===== src/rtl/prbs_lfsr_gen.sv =====
// rtl/prbs_lfsr_gen.sv - Parametrised Fibonacci LFSR generator, OUT_BITS steps per enabled clock
module prbs_lfsr_gen #(
    parameter int               WIDTH    = 4,
    parameter logic [WIDTH-1:0] TAPS     = 4'h3,
    parameter logic [WIDTH-1:0] SEED     = 4'hF,
    parameter int               OUT_BITS = 1
) (
    input  logic                clk,
    input  logic                reset,
    input  logic                en,
    input  logic                load,
    input  logic [WIDTH-1:0]    seed_in,
    output logic [OUT_BITS-1:0] rand_out,
    output logic                rand_vld,
    output logic [WIDTH-1:0]    state_out,
    output logic                wrap,
    output logic                lockup
);

    logic [WIDTH-1:0]    state;
    logic [WIDTH-1:0]    start;
    logic [WIDTH-1:0]    stepped;
    logic [OUT_BITS-1:0] bits;

    // Unrolled chain of OUT_BITS single steps; bit i is the LSB before step i.
    always_comb begin
        stepped = state;
        bits    = '0;
        for (int i = 0; i < OUT_BITS; i++) begin
            bits[i] = stepped[0];
            stepped = {^(stepped & TAPS), stepped[WIDTH-1:1]};
        end
    end

    always_ff @(posedge clk) begin
        if (reset) begin
            state    <= SEED;
            start    <= SEED;
            rand_out <= '0;
            rand_vld <= 1'b0;
            wrap     <= 1'b0;
            lockup   <= 1'b0;
        end else if (load) begin
            rand_vld <= 1'b0;
            wrap     <= 1'b0;
            if (seed_in == '0) begin
                // An all-zero state would never leave zero; substitute the default seed.
                state  <= SEED;
                start  <= SEED;
                lockup <= 1'b1;
            end else begin
                state  <= seed_in;
                start  <= seed_in;
                lockup <= 1'b0;
            end
        end else if (en) begin
            state    <= stepped;
            rand_out <= bits;
            rand_vld <= 1'b1;
            wrap     <= (stepped == start);
            lockup   <= 1'b0;
        end else begin
            rand_vld <= 1'b0;
            wrap     <= 1'b0;
            lockup   <= 1'b0;
        end
    end

    assign state_out = state;

endmodule


===== config.mk =====
export PLATFORM = sky130hd
export DESIGN_NAME = prbs_lfsr_gen
export DESIGN_NICKNAME = d
export VERILOG_FILES = /design/src/rtl/prbs_lfsr_gen.sv
export SDC_FILE = /design/constraint.sdc
export NUM_CORES = 1
export LEC_CHECK = 0
export ABC_CLOCK_PERIOD_IN_PS = 1340
export CAP_MARGIN = 30
export CORE_AREA = 2 2 39 41
export CTS_CLUSTER_DIAMETER = 60
export DETAILED_ROUTE_END_ITERATION = 7
export DIE_AREA = 0 0 41 43
export PLACE_DENSITY = 0.66
export SLEW_MARGIN = 20
export SYNTH_ARGS = -nofsm -noshare
export SYNTH_HDL_FRONTEND = slang
export SYNTH_SLANG_ARGS = --single-unit

===== constraint.sdc =====
create_clock -name clk -period 1.34 [get_ports clk]
set_clock_uncertainty 0.05 [all_clocks]
set_input_delay 0.268 -clock clk [delete_from_list [all_inputs] [get_ports clk]]
set_output_delay 0.268 -clock clk [all_outputs]
set_load 0.05 [all_outputs]

Word-level counts from Yosys, hierarchy flattened
Index checks and enable logic that the tools add are counted.
{"block": "totals", "reg_bits": 12, "wordCells": 21, "output_inout_bits": 8}
{"block": "op_classes", "eq_ne": 1, "mux": 5, "n_reduce_logical": 7, "bitwise": 2}
{"cell": "4-bit 2-to-1 mux", "count": 3}
{"cell": "4-bit == test", "count": 1}
{"cell": "4-bit logical NOT", "count": 1}
{"cell": "2-bit OR reduction", "count": 2}
{"cell": "4-bit XOR reduction", "count": 1}
{"cell": "3-bit OR reduction", "count": 1}
{"cell": "1-bit 2-to-1 mux", "count": 2}
{"cell": "1-bit inverter", "count": 2}
{"cell": "2-bit AND reduction", "count": 1}
{"cell": "2-bit nonzero test", "count": 1}

Logic depth before layout (Yosys ltp)
{"block": "depth", "ltp_word": 3, "depth_mapped": 4, "ltp_nobuf": 3}

Worst setup path before layout
Ideal clock, no wire load.
{"block": "synth_path", "path_kind": "register to register", "from": "register state[0], in the netlist state_out[0]", "to": "register wrap", "path_stages_with_launch": 4, "arrival_time_ns": 1.257, "setup_slack_ns": -0.037, "n_path_buf": 0, "setup_ns": 0.070, "path_cell_list": "dfxtp_1 -> xor2_1 -> or3_1 -> a21oi_1"}
{"block": "synth_via", "elab_chain_len": 2}
{"item": "from (decl)", "line": "20", "source": "logic [WIDTH-1:0] state;"}
{"item": "from (signal assigned)", "line": "52", "source": "state <= seed_in;"}
{"item": "from (signal assigned)", "line": "57", "source": "state <= stepped;"}
{"item": "4-bit XOR reduction", "line": "31", "source": "stepped = {^(stepped & TAPS), stepped[WIDTH-1:1]};"}
{"item": "4-bit == test", "line": "60", "source": "wrap <= (stepped == start);"}
{"item": "to (signal assigned)", "line": "60"}
{"item": "to (decl)", "line": "16", "source": "output logic wrap,"}
Every way passes these cells.
A chain may end at the register's enable or synchronous reset.

Worst setup path after layout
{"block": "layout_path", "from": "input load", "to": "register lockup"}
{"block": "layout_via", "elab_chain_len": 2}
{"item": "from (decl)", "line": "11", "source": "input logic load,"}
{"item": "1-bit inverter (no line)"}
{"item": "2-bit OR reduction (no line)"}
{"item": "to (signal assigned)", "line": "42", "source": "lockup <= 1'b0;"}
{"item": "to (signal assigned)", "line": "50", "source": "lockup <= 1'b1;"}
{"item": "to (signal assigned)", "line": "54", "source": "lockup <= 1'b0;"}
{"item": "to (decl)", "line": "17", "source": "output logic lockup"}
Every way passes these cells.

==> flow_summary.toml <==
[clock_network]
ctsLongestPathBuffers = 2
clk_latency_ps = 270
postCtsSetupRepairBufs = 0
cts_root_buf = "clkbuf_4"
cts_sinks = 12
htreeDepth = 1
holdBufCountCts = 0
clkTransAtPathRegs_ps = 70
cts_resized = 0
cts_tree = "yes"
cts_made_buffers = 3

[logic_synthesis]
syn-num-nets = 64
post_synth.cell_area_avg_um2 = 9.094
synth_cell_types = 21
syn_area_um2 = 509.2
synth_seq_cells = 12
yosys_warnings = 0
ys_seq_area_frac = 0.4717
synthesis.instances = 56

[place]
placed_area_um2 = 810.8
gp_congestion = 0.7107
port_buffers = 15
hpwl_um = 821.5
place_ws_ps = -224.9

[setup_path]
cp_data_required_time_ps = 1490
startpoint_type = "input port"
cp-end-kind = "flop"
cp_slowest_stage_delay_ps = 530
rr_worst_depth = 3
worst-path-max-fanout = 2
crit_chain = "clkdlybuf4s50_1 -> inv_2 -> or4_1 -> nor3_2"
arrival_ps = 1430
cp_slowest_cell = "or4_1"
path_class = "in2reg"

[finish]
syn2layout_area_growth_pct = 63.64
layout-drive-gt1-share = 0.2750
nets = 90
final_cell_mix = "dfxtp_1 (11), buf_12 (8), buf_4 (8)"
diodes = 0
nFillCells = 125
postLayoutCoreUtil = 0.6022
final_cell_area_um2 = 833.3
final_common_cell = "dfxtp_1"

[global_routing]
grt-ovfl-total = 0
grt_max_degree = 11
grt_pass1_wl_mm = 1.780
grt_pass1_vias = 447
grt_usage = 0.1495
antenna_found_initial = 0

[sta]
worstMarginPinSlew_ps = 259.0
setup_ws_ps = 58.07
timing.final.crit_share = 0.9567
drv_slew = 0
rsz0062_at_grt = "false"
min_period_ps = 1282
fin_hold_ws_ps = 430.9
hold_viol = 0
setup_viol = 0
tns_ps = 0
fmax_ghz = 0.7801
slew_headroom = 0.8255

[drt]
avgViaCountPerCell = 5.052
dr.first_iter.drc_count = 7
dr.pass1.iters = 4
antenna_left = 0
vias = 485
wirelength_mm = 1.041
post-route-drc-count = 0
wl_per_cell_um = 10.84

[floorplan]
dieWidth_um = 41
rows = 14
dieArea_um2 = 1763
initial_core_util = 0.3680
ios = 16
core_um2 = 1384
dieHeight_um = 43

[status]
status = "finished, final reports clean"

[hold_path]
holdPathStages = 2
holdCritPathClass = "reg2reg"

[run]
maxCapViolCount = 0

[pwr]
irDropWorstVdd_uv = 610.6
p_per_area_nw_per_um2 = 996.5
leakage_nw = 0.3353
[sequential cells by signal (all words and copies together), names as in the netlist]
name and cells:
start 4, state_out 4, lockup 1, rand_out 1, rand_vld 1, wrap 1
[cells in the mapped netlist]
library cell  count  area [um2]
inv_1             1       3.750
xor2_1            2       17.52
nand3_1           2       10.01
nand2_1           2       7.510
nor3_1            6       30.03
inv_2             1       3.750
or4_1             1       7.510
xnor2_1           2       17.52
mux2i_1           4       40.04
nor2b_1           2       12.51
nor3b_1           1       7.510
a211oi_1          1       7.510
a22oi_1           1       7.510
nor3_2            1       10.01
a21oi_1           3       15.01
dfxtp_1          12       240.2
or3_1             1       6.260
nor2_1            4       15.01
o21ai_0           5       25.02
buf_2             2       10.01
o211ai_1          2       15.01
[through the flow]
| stage | power, mW | std cells |
|---|---|---|
| CTS | 0.8385 | 96 |
| finish | 0.8303 | 96 |
| floorplan | 0.5090 | 56 |
| global route | 0.8712 | 96 |
| detailed placement | 0.6274 | 93 |
| global placement | 0.6245 | 93 |
[layout make-up]
type,instances,area (um2),area share
flip-flops and latches,12,241.5,0.2898
multi-input cells,40,251.5,0.3018
inverters,2,7.507,0.009009
well taps,16,20.02,0.02402
clock buffers,3,22.52,0.02703
repair buffers,23,290.3,0.3483
[worst max-delay path: cells and delay by family]
family	cells	cell delay, ps
AND/OR/NAND/NOR	2	630
buffers and inverters	2	530
[worst paths after layout]
kind	slack, ps	from	to
worst max-delay path	60	load	lockup
worst min-delay path	430	start[0]	wrap
worst min register to register	430	start[0]	wrap
worst max register to register	280	state_out[0]	wrap
[logic make-up after synthesis]
group           Yosys count  synth area share
buf+inv                   4           0.03438
xor+xnor                  4           0.06881
simple gates             20            0.2089
flops                    12            0.4717
compound gates           12            0.1376
mux                       4           0.07863
[layer usage]
layer	share of wire	GRT usage	up-vias	wire length [um]
li1	-	-	251	-
met1	0.45	0.1934	217	470
met2	0.48	0.2219	17	504
met3	0.063	0.03141	0	66
met4	0	0.08000	0	0
met5	0	0	-	0
[power breakdown]
part / switching (mW) / leakage (nW) / internal (mW)
clock network: 0.108 / 0.0138 / 0.104
registers: 0.0265 / 0.0988 / 0.378
logic: 0.100 / 0.223 / 0.113
total: 0.235 / 0.335 / 0.596
Power figures use the tool's default switching activity.
